--- src/rtl/melody_pkg.sv ---
// Shared types, widths and pitch table for the melody sequencer.
package melody_pkg;

    localparam int unsigned PERIOD_W  = 12;
    localparam int unsigned IDX_W     = 6;
    localparam int unsigned TEMPO_W   = 16;
    localparam int unsigned CODE_W    = 4;
    localparam int unsigned ENTRY_W   = 8;
    localparam int unsigned NUM_PITCH = 14;

    localparam logic [CODE_W-1:0] PITCH_REST = 4'd0;
    localparam logic [CODE_W-1:0] PITCH_END  = 4'd15;

    typedef enum logic [2:0] {
        ST_IDLE    = 3'd0,
        ST_FETCH   = 3'd1,
        ST_PRESENT = 3'd2,
        ST_HOLD    = 3'd3,
        ST_END     = 3'd4
    } state_e;

    // One melody ROM word: pitch code in the upper nibble, duration code below.
    typedef struct packed {
        logic [CODE_W-1:0] pitch;
        logic [CODE_W-1:0] dur;
    } entry_t;

    // Half-period counts at a 1 MHz tone clock, pitch codes 1..14 (C4..B5, D major).
    localparam logic [PERIOD_W-1:0] PERIOD_TABLE [NUM_PITCH] = '{
        12'd1908, 12'd1703, 12'd1517, 12'd1351, 12'd1276, 12'd1136, 12'd1012,
        12'd902,  12'd851,  12'd758,  12'd675,  12'd638,  12'd568,  12'd506
    };

    // Rest and end marker both map to silence.
    function automatic logic [PERIOD_W-1:0] pitch_to_period(input logic [CODE_W-1:0] code);
        logic [PERIOD_W-1:0] period;
        period = '0;
        if ((code != PITCH_REST) && (code != PITCH_END)) begin
            period = PERIOD_TABLE[CODE_W'(code - CODE_W'(1))];
        end
        return period;
    endfunction

endpackage

--- src/rtl/melody_if.sv ---
// Control and note-stream signals between the sequencer and its tone stage.
interface melody_if;
    import melody_pkg::*;

    logic                start;
    logic                stop;
    logic [TEMPO_W-1:0]  tempo_div;
    logic                note_ready;
    logic [PERIOD_W-1:0] note_period;
    logic                note_valid;
    logic                playing;
    logic [IDX_W-1:0]    note_index;
    logic                done;

    modport master (
        input  start, stop, tempo_div, note_ready,
        output note_period, note_valid, playing, note_index, done
    );

    modport slave (
        output start, stop, tempo_div, note_ready,
        input  note_period, note_valid, playing, note_index, done
    );

endinterface

--- src/rtl/melody_rom.sv ---
// Synchronous 64x8 melody table; SONG selects the Canon tune or a short test tune.
module melody_rom
    import melody_pkg::*;
#(
    parameter int unsigned SONG = 0
) (
    input  logic             clk,
    input  logic             rst,
    input  logic [IDX_W-1:0] addr,
    output entry_t           rd_data
);

    localparam int unsigned DEPTH = 2 ** IDX_W;

    // Canon-style progression in D, eight bars of eight entries, no end marker.
    localparam logic [ENTRY_W-1:0] CANON [DEPTH] = '{
        8'h31, 8'h90, 8'h61, 8'h70, 8'h41, 8'h50, 8'h21, 8'h02,
        8'h51, 8'h20, 8'h51, 8'h60, 8'hB1, 8'hD0, 8'hE1, 8'hB0,
        8'hC1, 8'hA0, 8'hB1, 8'h90, 8'hA1, 8'h80, 8'h91, 8'h60,
        8'h73, 8'h60, 8'h53, 8'h40, 8'h33, 8'h20, 8'h13, 8'h02,
        8'h92, 8'h60, 8'h72, 8'h40, 8'h52, 8'h90, 8'h51, 8'h60,
        8'h21, 8'h61, 8'h71, 8'h41, 8'h51, 8'h21, 8'h51, 8'h61,
        8'hB1, 8'hD1, 8'hE1, 8'hB1, 8'hC1, 8'hA1, 8'hB1, 8'h91,
        8'h81, 8'h91, 8'hA1, 8'h81, 8'h93, 8'h00, 8'h92, 8'h03
    };

    // Two notes followed by the end marker.
    localparam logic [ENTRY_W-1:0] SHORT [DEPTH] = '{
        0: 8'h31, 1: 8'h50, 2: 8'hF0, default: 8'h00
    };

    logic [ENTRY_W-1:0] data_d;
    logic [ENTRY_W-1:0] data_q;

    // Table lookup for the addressed entry.
    always_comb begin
        data_d = CANON[addr];
        if (SONG == 32'd1) begin
            data_d = SHORT[addr];
        end
    end

    // Registered read port.
    always_ff @(posedge clk or posedge rst) begin
        if (rst) begin
            data_q <= '0;
        end else begin
            data_q <= data_d;
        end
    end

    assign rd_data = entry_t'(data_q);

endmodule

--- src/rtl/melody_sequencer.sv ---
// Steps through the melody ROM, presents each note over valid/ready and holds it for its duration.
module melody_sequencer
    import melody_pkg::*;
#(
    parameter int unsigned LOOP      = 0,
    parameter int unsigned ROM_DEPTH = 64,
    parameter int unsigned SONG      = 0
) (
    input  logic     clk,
    input  logic     rst,
    melody_if.master bus
);

    localparam logic [IDX_W-1:0] LAST_IDX = IDX_W'(ROM_DEPTH - 1);

    state_e              state_q,       state_d;
    logic [IDX_W-1:0]    note_index_q,  note_index_d;
    logic [PERIOD_W-1:0] note_period_q, note_period_d;
    logic                note_valid_q,  note_valid_d;
    logic                done_q,        done_d;
    logic                playing_q,     playing_d;
    logic                fetch_rdy_q,   fetch_rdy_d;
    logic [TEMPO_W-1:0]  tick_q,        tick_d;
    logic [TEMPO_W-1:0]  tempo_m1_q,    tempo_m1_d;
    logic [CODE_W-1:0]   dur_q,         dur_d;

    entry_t rom_data;

    melody_rom #(
        .SONG (SONG)
    ) u_rom (
        .clk     (clk),
        .rst     (rst),
        .addr    (note_index_q),
        .rd_data (rom_data)
    );

    // Next-state, counter and output decode; stop pre-empts every non-idle state.
    always_comb begin
        state_d       = state_q;
        note_index_d  = note_index_q;
        note_period_d = note_period_q;
        note_valid_d  = note_valid_q;
        done_d        = 1'b0;
        fetch_rdy_d   = fetch_rdy_q;
        tick_d        = tick_q;
        tempo_m1_d    = tempo_m1_q;
        dur_d         = dur_q;

        if ((state_q != ST_IDLE) && bus.stop) begin
            state_d       = ST_IDLE;
            note_valid_d  = 1'b0;
            note_period_d = '0;
        end else begin
            case (state_q)
                ST_IDLE: begin
                    if (bus.start && !bus.stop) begin
                        state_d      = ST_FETCH;
                        note_index_d = '0;
                        fetch_rdy_d  = 1'b0;
                    end
                end
                ST_FETCH: begin
                    // First cycle issues the read, second cycle consumes the registered data.
                    if (!fetch_rdy_q) begin
                        fetch_rdy_d = 1'b1;
                    end else if (rom_data.pitch == PITCH_END) begin
                        state_d = ST_END;
                    end else begin
                        state_d       = ST_PRESENT;
                        note_period_d = pitch_to_period(rom_data.pitch);
                        note_valid_d  = 1'b1;
                        dur_d         = rom_data.dur;
                    end
                end
                ST_PRESENT: begin
                    if (bus.note_ready) begin
                        state_d      = ST_HOLD;
                        note_valid_d = 1'b0;
                        tick_d       = '0;
                        tempo_m1_d   = (bus.tempo_div == '0) ? '0
                                                             : TEMPO_W'(bus.tempo_div - TEMPO_W'(1));
                    end
                end
                ST_HOLD: begin
                    if (tick_q == tempo_m1_q) begin
                        tick_d = '0;
                        if (dur_q == '0) begin
                            if (note_index_q == LAST_IDX) begin
                                state_d = ST_END;
                            end else begin
                                state_d      = ST_FETCH;
                                note_index_d = IDX_W'(note_index_q + IDX_W'(1));
                                fetch_rdy_d  = 1'b0;
                            end
                        end else begin
                            dur_d = CODE_W'(dur_q - CODE_W'(1));
                        end
                    end else begin
                        tick_d = TEMPO_W'(tick_q + TEMPO_W'(1));
                    end
                end
                ST_END: begin
                    if (LOOP != 0) begin
                        state_d      = ST_FETCH;
                        note_index_d = '0;
                        fetch_rdy_d  = 1'b0;
                    end else begin
                        state_d       = ST_IDLE;
                        done_d        = 1'b1;
                        note_period_d = '0;
                    end
                end
                default: begin
                    state_d       = ST_IDLE;
                    note_valid_d  = 1'b0;
                    note_period_d = '0;
                end
            endcase
        end

        playing_d = (state_d != ST_IDLE);
    end

    // State, counters and registered outputs.
    always_ff @(posedge clk or posedge rst) begin
        if (rst) begin
            state_q       <= ST_IDLE;
            note_index_q  <= '0;
            note_period_q <= '0;
            note_valid_q  <= 1'b0;
            done_q        <= 1'b0;
            playing_q     <= 1'b0;
            fetch_rdy_q   <= 1'b0;
            tick_q        <= '0;
            tempo_m1_q    <= '0;
            dur_q         <= '0;
        end else begin
            state_q       <= state_d;
            note_index_q  <= note_index_d;
            note_period_q <= note_period_d;
            note_valid_q  <= note_valid_d;
            done_q        <= done_d;
            playing_q     <= playing_d;
            fetch_rdy_q   <= fetch_rdy_d;
            tick_q        <= tick_d;
            tempo_m1_q    <= tempo_m1_d;
            dur_q         <= dur_d;
        end
    end

    assign bus.note_period = note_period_q;
    assign bus.note_valid  = note_valid_q;
    assign bus.playing     = playing_q;
    assign bus.note_index  = note_index_q;
    assign bus.done        = done_q;

endmodule

--- src/flat_wrapper.sv ---
// flat-port wrapper written by rule: the top's interface ports become plain ports
module melody_sequencer_flat import melody_pkg::*;
#(
    parameter int unsigned LOOP      = 0,
    parameter int unsigned ROM_DEPTH = 64,
    parameter int unsigned SONG      = 0
)
  (clk, rst, bus_start, bus_stop, bus_tempo_div, bus_note_ready, bus_note_period, bus_note_valid, bus_playing, bus_note_index, bus_done);
  melody_if bus_i ();
  input  logic clk;
  input  logic rst;
  input wire logic [$bits(bus_i.start)-1:0] bus_start;
  input wire logic [$bits(bus_i.stop)-1:0] bus_stop;
  input wire logic [$bits(bus_i.tempo_div)-1:0] bus_tempo_div;
  input wire logic [$bits(bus_i.note_ready)-1:0] bus_note_ready;
  output wire logic [$bits(bus_i.note_period)-1:0] bus_note_period;
  output wire logic [$bits(bus_i.note_valid)-1:0] bus_note_valid;
  output wire logic [$bits(bus_i.playing)-1:0] bus_playing;
  output wire logic [$bits(bus_i.note_index)-1:0] bus_note_index;
  output wire logic [$bits(bus_i.done)-1:0] bus_done;
  assign bus_i.start = bus_start;
  assign bus_i.stop = bus_stop;
  assign bus_i.tempo_div = bus_tempo_div;
  assign bus_i.note_ready = bus_note_ready;
  assign bus_note_period = bus_i.note_period;
  assign bus_note_valid = bus_i.note_valid;
  assign bus_playing = bus_i.playing;
  assign bus_note_index = bus_i.note_index;
  assign bus_done = bus_i.done;
  melody_sequencer #(.LOOP(LOOP), .ROM_DEPTH(ROM_DEPTH), .SONG(SONG)) u_core (.clk(clk), .rst(rst), .bus(bus_i));
endmodule
--- config.mk ---
export PLATFORM = sky130hd
export DESIGN_NAME = melody_sequencer_flat
export DESIGN_NICKNAME = d
export VERILOG_FILES = /design/src/rtl/melody_pkg.sv /design/src/rtl/melody_if.sv /design/src/rtl/melody_rom.sv /design/src/rtl/melody_sequencer.sv /design/src/flat_wrapper.sv
export SDC_FILE = /design/constraint.sdc
export NUM_CORES = 1
export LEC_CHECK = 0
export CAP_MARGIN = 0
export CORE_MARGIN = 2
export CORE_UTILIZATION = 57
export DETAILED_ROUTE_END_ITERATION = 6
export PLACE_DENSITY = 0.89
export SLEW_MARGIN = 25
export SYNTH_ARGS = -nofsm -noshare
export SYNTH_HDL_FRONTEND = slang
export SYNTH_HIERARCHICAL = 1
export SYNTH_SLANG_ARGS = --single-unit
--- constraint.sdc ---
create_clock -name clk -period 5.55 [get_ports clk]
set_input_delay 1.11 -clock clk [delete_from_list [all_inputs] [get_ports clk]]
set_output_delay 1.11 -clock clk [all_outputs]
set_load 0.05 [all_outputs]
==> summary.txt <==
CTS
  – Clock Root Buffer: clkbuf_8
  – Maximum clock insertion buffer count: 2
  – Reg clk slew, reported paths: 0.07 ns
  – Hold Buf Count CTS: 0
  – Worst-Skew Late Latency: 0.34 ns
  – Clk sink count: 66
  – CTS buffer count: 9
  – Number of setup buffers added after CTS: 0
  – CTS tree: yes
  – H-tree levels: 3
  – Gates resized, CTS repair: 0

STA
  – RSZ-0062 raised after global routing: no
  – Worst Max-Slew Pin Slew: 0.982 ns
  – Setup Skew: 0.00823 ns
  – Minimum clock period: 3.34 ns
  – Post-route setup TNS: 0 ns
  – Fin. max-slew vios: 0
  – FMAX: 300 MHz
  – Final Hold Viols: 0
  – Tcrit/Tclk final: 60.1%
  – Final Setup Violations: 0
  – Setup ws final: 2.21 ns
  – Worst slew margin: 34.5%

Final layout
  – Filler cells: 627
  – Most common cell after layout, fill and taps aside: dfrtp_1
  – Seq. cell area: 1650 um^2
  – Leading cell types in the layout, fill and taps excluded: dfrtp_1 (66), nand2_1 (54), nor2_1 (42)
  – Final std cells w/o fill: 651
  – Layout cells sized above 1: 7.10%
  – # nets final: 586
  – Area of the multi-input gates: 2640 um^2
  – Synth-to-Final Area Change: 13.4%
  – Final core utilization: 66.7%
  – Ant. Diodes: 0

Logic synthesis
  – Synth cell types: 71
  – Synth warnings: 6
  – Register bit count reported by yosys: 66
  – Avg Cell Area, Syn: 8.71 um^2
  – Register area share after synthesis: 36.5%
  – Synth Flop Type: dfrtp_1
  – Async SR Flop Fraction: 100%
  – Number of synthesized flops with an enable pin: 0
  – Synth Instances: 519
  – Syn Std Cell Area: 4520 um^2

Drt
  – DRC: 0
  – Routed vias: 3929
  – Drt pass-1 iters: 5
  – DR WL/cell: 14.9 um
  – Antenna-violating nets left: 0
  – Initial drt markers: 311
  – Post-Route WL: 9.70 mm
  – Vias per inst: 6.04

Worst hold path
  – Hold path start: u_core/bus.note_period[10]
  – Worst hold path endpoint: u_core/bus.note_period[10]
  – HP Class: reg2reg
  – Hold path depth: 2

Floorplanning
  – FP Rows: 32
  – Die area: 8660 um^2
  – Die width: 93.1 um
  – Core Region: 7690 um^2
  – Io pins: 42
  – Die height: 93.1 um
  – Initial Util: 58.8%

Critical path
  – Worst r2r src: u_core/tick_q[3]
  – CP Buf/Inv Count: 1
  – Crit. End Element: output pin
  – Delay-heaviest family, CP: buffers and inverters
  – Crit path largest cell delay: 0.96 ns
  – R2r setup slk: 2.52 ns
  – Critical path peak fanout: 30
  – FF-to-FF path depth: 5
  – CP arrival: 2.23 ns
  – CP startpoint: u_core/bus.note_index[2]
  – Worst Setup Path Type: reg2out
  – Critical-path top delay cell: clkdlybuf4s50_1
  – Reg2reg end: u_core/tick_q[5]
  – Crit-path cells: clkdlybuf4s50_1
  – WP data required: 4.44 ns
  – CP startpoint kind: flip-flop

Power
  – Reg power frac: 43.6%
  – Sw frac: 35.5%
  – Pint: 0.991 mW
  – Power density over the cells: 300 nW/um^2
  – Logic pwr share: 30.2%
  – Clk pwr share: 26.2%
  – Net switching power: 0.545 mW
  – VDD IR max: 0.150 mV
  – Pleak: 2.15 nW

Place
  – DP HPWL: 6.86 mm
  – Port Buf Inserts: 40
  – Placed Instances: 635
  – GPL Wtd Cong: 0.923
  – Placement Setup Slack: 1.91 ns

Global routing
  – First-pass GRT wire length: 16.8 mm
  – Pin count of the biggest net entering global routing: 61
  – Tot GR Track Use: 23.7%
  – Grt total ovfl: 0
  – Number of global-route vias before repair: 3544
  – Initial antenna violation count: 0

Run status
  – Status: finished, final reports clean

Flow run
  – Max_cap viols: 0
power groups by stage:
stage | registers [mW] | clock network, mW | logic, mW
after floorplan | 0.748 | 0 | 0.255
after global placement | 0.672 | 0 | 0.448
after global routing | 0.685 | 0.431 | 0.510
after detailed placement | 0.677 | 0 | 0.463
after CTS | 0.669 | 0.409 | 0.466
final | 0.669 | 0.402 | 0.464
sequential cells by signal, summed over array words and instances (netlist names), 3 cells and up:
signal and flops:
u_core/bus.note_index 6, u_core/tempo_m1_q 16, u_core/state_q 3, u_core/u_rom/rd_data 6, u_core/dur_q 4, u_core/bus.note_period 11
u_core/tick_q 16
cells by family (layout without fill, tap and decap cells):
logic type	Yosys count	in the layout	share of synthesized area (%)
flip-flops	66	66	36.5
other	2	3	0.166
adder cells (fa/ha/maj)	21	21	5.81
multiplexers	7	7	1.55
buffers and inverters	53	82	5.20
AND/OR/NAND/NOR	207	207	24.5
XOR/XNOR	44	44	8.52
AO/OA/AOI/OAI	119	119	17.7
cell usage after synthesis, types with 3 or more instances:
cell	number	area share, %
nor3_1	13	1.4
a21boi_0	3	0.50
nor4_1	7	0.97
nand2b_1	5	0.69
o21ai_1	4	0.44
buf_4	5	0.83
nor2b_1	8	1.1
o31ai_1	4	0.66
or3_1	7	0.97
a211oi_1	6	1.0
and3_1	4	0.55
or4_1	9	1.5
xor2_1	28	5.4
nor2_1	42	3.5
o21ai_0	35	3.9
nor3b_1	3	0.50
dfrtp_1	66	37
a32o_1	6	1.3
or2_2	5	0.69
clkbuf_1	13	1.1
a31oi_1	4	0.55
nand2_1	54	4.5
buf_2	7	0.77
mux2i_1	7	1.6
nand4_1	5	0.69
o211ai_1	10	1.7
ha_1	21	5.8
a21oi_1	23	2.5
inv_1	23	1.9
nand3b_1	3	0.50
xnor2_1	16	3.1
nand3_1	22	2.4
worst min-delay path, stage by stage, from the launching register on:
cell and delay (ns):
dfrtp_1 0.35, nand2_1 0.05, o31ai_1 0.05
area by class of cell:
class | instances | share of cell area (%)
inverters | 24 | 1.76
flip-flops and latches | 66 | 32.2
clock buffers | 10 | 2.68
repair buffers | 42 | 8.10
multi-input cells | 401 | 51.5
clock inverters | 6 | 1.29
well taps | 102 | 2.49
how the worst max path moves through the flow:
stage	endpoint	slack (ns)	depth (start not counted)
final	bus_note_index[2]	2.21	1
after global routing	u_core/tempo_m1_q[5]	1.94	8
after CTS	bus_note_index[2]	2.20	1
after detailed placement	u_core/tempo_m1_q[11]	1.91	6
after global placement	u_core/tempo_m1_q[10]	2.03	6
after floorplan	u_core/tempo_m1_q[15]	2.79	6
stage by stage:
| step | area [um^2] | hold WS (ns) | power (mW) |
|---|---|---|---|
| 5_1_grt | 5130 | 0.503 | 1.63 |
| 3_3_place_gp | 4920 | 0.462 | 1.12 |
| 4_1_cts | 5130 | 0.489 | 1.54 |
| 2_1_floorplan | 4520 | 0.469 | 1.00 |
| 3_5_place_dp | 4920 | 0.472 | 1.14 |
| 6_report | 5130 | 0.483 | 1.54 |
layer usage:
| metal | share of wire (%) | GRT usage [%] | vias to the layer above |
|---|---|---|---|
| met5 | 0 | 0 | - |
| met3 | 5.0 | 4.27 | 18 |
| met2 | 47 | 36.8 | 143 |
| met4 | 1.5 | 6.25 | 0 |
| li1 | - | - | 1901 |
| met1 | 47 | 34.5 | 1867 |
No activity file was read; power rests on OpenSTA's default activity.
==> edit 1 (same settings) <==
The package constant `PERIOD_W` goes from 12 to 14.
--- a/src/rtl/melody_pkg.sv
+++ b/src/rtl/melody_pkg.sv
@@ -2,5 +2,5 @@
 package melody_pkg;
 
-    localparam int unsigned PERIOD_W  = 12;
+    localparam int unsigned PERIOD_W  = 14;
     localparam int unsigned IDX_W     = 6;
     localparam int unsigned TEMPO_W   = 16;
Interface: changed (resized bus_note_period); port bits go from 42 to 44. No check against the original RTL was run, so the function may have changed too.
==> edit 1 against the unedited design <==
- cell area is 0.34% higher
- clock power rose by 6.2%
- first-iteration DRC count increased by 13%
- worst setup slack worse by 0.084 ns
- total power is 2.2% higher
- synthesized area rose by 0.33%
- via count up 0.66%
- register-to-register slack improved by 0.07 ns
- utilization down 0.12 points
- largest power group unchanged
- synthesized cell count up 0.39%
- wire length grew 4.5%
- sequential cell count did not move
==> edit 1: results (changes against the unedited design) <==
* **outcome** completed
* **detailed placer's ending HPWL** 6954 um, +1.4%
* **first-pass GRT wire length** 16740 um, about the same
* **total routing usage reported by global routing** 24.10%, +0.37 points
* **share of synthesized area occupied by flip-flops and latches** 36.41%, -0.12 points
* **share of async-settable or async-resettable flops after synthesis** 100.0%, unchanged
* **vias per cell** 6.057, +0.35%
* **number of instances on the worst hold path** 2, unchanged
* **post-place setup slack** 1.839 ns, -0.06753 ns
* **vias in the first global route** 3574, +0.85%
* **number of nets in the final layout** 588, +0.34%
* **register clock-pin slew on the reported worst setup and hold paths** 0.07 ns, about the same
* **maximum number of buffers from clock root to sink** 2, unchanged
* **worst setup skew after layout** 0.008733 ns, +0.0005071 ns
* **total of warnings raised by yosys** 6, unchanged
* **most numerous cell types in the synthesized netlist** 66 x sky130_fd_sc_hd__dfrtp_1, 54 x sky130_fd_sc_hd__nand2_1, 42 x sky130_fd_sc_hd__nor2_1
* **number of library cell types mapped by synthesis** 71, unchanged
* **H-Tree Depth** 3, unchanged
* **crit-path max FO** 14, -53%
* **Routability Congestion** 0.9143, -0.95%
* **Leakage Power** 0.002165 uW, +0.87%
* **share of layout cells above drive strength 1** 6.897%, -0.21 points
* **IR Drop Worst-Case VDD** 124.0 uV, -17%
* **overall routed net length** 10130 um, +4.5%
* **synth top area cells** sky130_fd_sc_hd__dfrtp_1 36%, sky130_fd_sc_hd__ha_1 5.8%, sky130_fd_sc_hd__xor2_1 5.4%, sky130_fd_sc_hd__nand2_1 4.5%, sky130_fd_sc_hd__o21ai_0 3.9%
* **starting DRC count in detailed routing** 350, +13%
* **GRT overflow** 0, unchanged
* **PostCTS Resize Cnt** 0, unchanged
* **headroom to the max-slew limit** 34.55%, about the same
[edit 1: path summary, 6_finish.rpt]
| path | start | to | slack, ns |
|---|---|---|---|
| setup / recovery | bus_tempo_div[9] | u_core/tempo_m1_q[7]$_DFFE_PP0P_ | 2.13 |
| hold / removal | u_core/bus.note_period[10]$_DFFE_PP0P_ | u_core/bus.note_period[10]$_DFFE_PP0P_ | 0.49 |
| setup reg to reg | u_core/tick_q[9]$_DFFE_PP0P_ | u_core/tick_q[6]$_DFFE_PP0P_ | 2.59 |
| hold reg to reg | u_core/bus.note_period[10]$_DFFE_PP0P_ | u_core/bus.note_period[10]$_DFFE_PP0P_ | 0.49 |
| max in group asynchronous | rst | u_core/bus.note_index[1]$_DFFE_PP0P_ | 3.73 |
| min in group asynchronous | rst | u_core/u_rom/rd_data[1]$_DFF_PP0_ | 1.02 |
[edit 1: area by class of cell]
type	instances	area [um2]
Timing Repair Buffer	42	415.4
Sequential cell	66	1652
Inverter	24	90.09
Clock buffer	11	131.4
Tap cell	102	127.6
Multi-Input combinational cell	403	2649
Fill cell	564	2584
Clock inverter	5	78.83
[edit 1: critical path, cell delays in order]
cell and delay (ns):
sky130_fd_sc_hd__clkdlybuf4s50_1 0.45, sky130_fd_sc_hd__or4_4 0.58, sky130_fd_sc_hd__nor4_1 0.31, sky130_fd_sc_hd__nand2_1 0.18, sky130_fd_sc_hd__o31ai_2 0.73, sky130_fd_sc_hd__o21ai_0 0.23
[edit 1: cell families (layout without fill, tap and decap cells)]
group	count (synthesis)	count (layout)	share of synthesized area, %
other	2	5	0.1656
buffers and inverters	55	82	5.517
flip-flops	66	66	36.41
AO/OA/AOI/OAI	119	119	17.60
XOR/XNOR	44	44	8.497
multiplexers	7	7	1.545
adder cells (fa/ha/maj)	21	21	5.793
AND/OR/NAND/NOR	207	207	24.47
[edit 1: power by group]
part	switching [uW]	total, uW	internal [uW]
combinational	283	471	189
sequential	87.8	671	583
clock	174	427	252
total	545	1570	1020
[edit 1: layer usage]
metal / routed length, um / track usage (%) / vias up
met3: 601 / 3.868 / 11
li1: - / - / 1899
met1: 4555 / 32.69 / 1879
met5: 0 / 0 / -
met4: 129 / 9.681 / 0
met2: 4847 / 38.77 / 166
[edit 1: through the flow]
step	power [uW]	hold WS (ns)	area (um2)	cells	utilization, %
2_1_floorplan	1007	0.4692	4547	524	-
3_3_place_gp	1123	0.4636	4930	637	63.80
3_5_place_dp	1144	0.4820	4930	637	63.80
4_1_cts	1576	0.4971	5140	653	66.52
5_1_grt	1657	0.5123	5144	653	66.56
6_report	1569	0.4906	5144	653	66.56
==> edit 2 (same settings) <==
Made on the original files. Encoding of `state_e`: now one-hot (5 bits for 5 states).
--- a/src/rtl/melody_pkg.sv
+++ b/src/rtl/melody_pkg.sv
@@ -12,10 +12,10 @@
     localparam logic [CODE_W-1:0] PITCH_END  = 4'd15;
 
-    typedef enum logic [2:0] {
-        ST_IDLE    = 3'd0,
-        ST_FETCH   = 3'd1,
-        ST_PRESENT = 3'd2,
-        ST_HOLD    = 3'd3,
-        ST_END     = 3'd4
+    typedef enum logic [4:0] {
+        ST_IDLE    = 5'b00001,
+        ST_FETCH   = 5'b00010,
+        ST_PRESENT = 5'b00100,
+        ST_HOLD    = 5'b01000,
+        ST_END     = 5'b10000
     } state_e;
 
Formal check against the unedited RTL: no difference found for any inputs over 10 cycles, from zero or initial values and one cycle with rst high; not proved beyond that.
==> edit 2 against the unedited design <==
- sequential power down 15%
- worst setup slack worse by 0.052 ns
- die area up 6.8%
- first-iteration DRC count up 33%
- sequential cell count up 2
- wire length up 12%
- fmax down 1.5%
- combinational power down 39%
- total power down 21%
- synthesized area up 7.1%
- cell area up 5.4%
- sequential share of layout area down 0.71 points
- register-to-register slack better by 0.28 ns
- critical path type is now input port to flop
- critical endpoint is now u_core/tick_q[2]$_DFFE_PP0P_
- largest cell class unchanged
- largest power group unchanged
- highest routed layer unchanged
==> edit 2: results (changes against the unedited design) <==
* **Routability Congestion** 0.8856, -4.1%
* **Slowest-stage cell, CP** sky130_fd_sc_hd__a21oi_1
* **critical register-to-register path startpoint** u_core/state_q[2]$_DFF_PP0_
* **Hold EP** u_core/bus.note_period[2]$_DFFE_PP0P_
* **total routing usage reported by global routing** 24.74%, +1.0 points
* **met2 Resource Use GR** 38.25%, +1.4 points
* **Adder-Cell Fraction of Synth Area** 5.426%, -0.39 points
* **share of synthesized area occupied by flip-flops and latches** 35.17%, -1.4 points
* **number of filler cells placed in the layout** 646, +3.0%
* **crit-path leading delay family** compound AO/OA/AOI/OAI gates
* **fraction of synthesized area in multiplexers** 2.455%, +0.90 points
* **post-synthesis share of cell area spent on xor and xnor gates** 5.969%, -2.6 points
* **IR Drop Worst-Case VDD** 109.3 uV, -27%
* **Detail Route met2 WL** 5113 um, +13%
* **number of library cell types mapped by synthesis** 80, +13%
* **number of nets in the final layout** 611, +4.3%
* **Compound-Gate Fraction of Synth Area** 21.60%, +3.9 points
* **average wire per standard cell** 15.98 um, +7.3%
* **headroom to the max-slew limit** 31.01%, -3.5 points
* **clock group total power** 359 uW, -11%
* **placed standard-cell area** 0.005234 mm2, +6.3%
* **cells after synthesis** 548, +5.6%
* **reg-to-reg slack, setup** 2.80 ns, +0.28 ns
* **number of standard cells in the layout, taps in and fillers out** 679, +4.3%
* **pin count of the biggest net entering global routing** 63, +3.3%
* **starting DRC count in detailed routing** 415, +33%
* **detailed placer's ending HPWL** 7662 um, +12%
* **maximum cell stage delay along the critical path** 0.83 ns, -0.13 ns
* **met3 routed wirelength** 649 um, +35%
* **routed length on met1** 4960 um, +9.3%
* **first-pass GRT wire length** 18030 um, +7.6%
* **number of instances on the worst hold path** 1, -1
* **capture point of the worst reg-to-reg path** u_core/tick_q[2]$_DFFE_PP0P_
* **Leakage Power** 0.002177 uW, +1.4%
* **met3 routing resource usage after global routing** 4.385%, +0.11 points
* **total power of the final layout** 1209 uW, -21%
* **worst setup skew after layout** 0.01290 ns, +0.004674 ns
* **outcome** completed
* **share of layout cells above drive strength 1** 8.188%, +1.1 points
* **start point of the worst hold path** u_core/bus.note_period[2]$_DFFE_PP0P_
edit 2: cell types whose count changed after synthesis, sizes merged, moves of 9 or more:
cell / unedited run / this run
xor2: 28 / 8
nand2: 55 / 40
a22o: 2 / 13
nand3: 22 / 12
a21oi: 23 / 14
xnor2: 16 / 25
edit 2: layout make-up:
class / instances / area share (%)
clock buffer: 12 / 2.686
inverter: 25 / 1.737
clock inverter: 4 / 0.4631
sequential: 68 / 31.51
timing repair buffer: 42 / 7.687
tap: 105 / 2.431
multi-input combinational: 423 / 53.48
edit 2: how the worst max path moves through the flow:
stage,endpoint,cells past startpoint
CTS,bus_note_index[2],1
finish,u_core/tick_q[2]$_DFFE_PP0P_,5
global placement,u_core/tick_q[6]$_DFFE_PP0P_,5
global route,u_core/tick_q[4]$_DFFE_PP0P_,5
detailed placement,u_core/tick_q[10]$_DFFE_PP0P_,5
floorplan,u_core/tempo_m1_q[15]$_DFFE_PP0P_,5
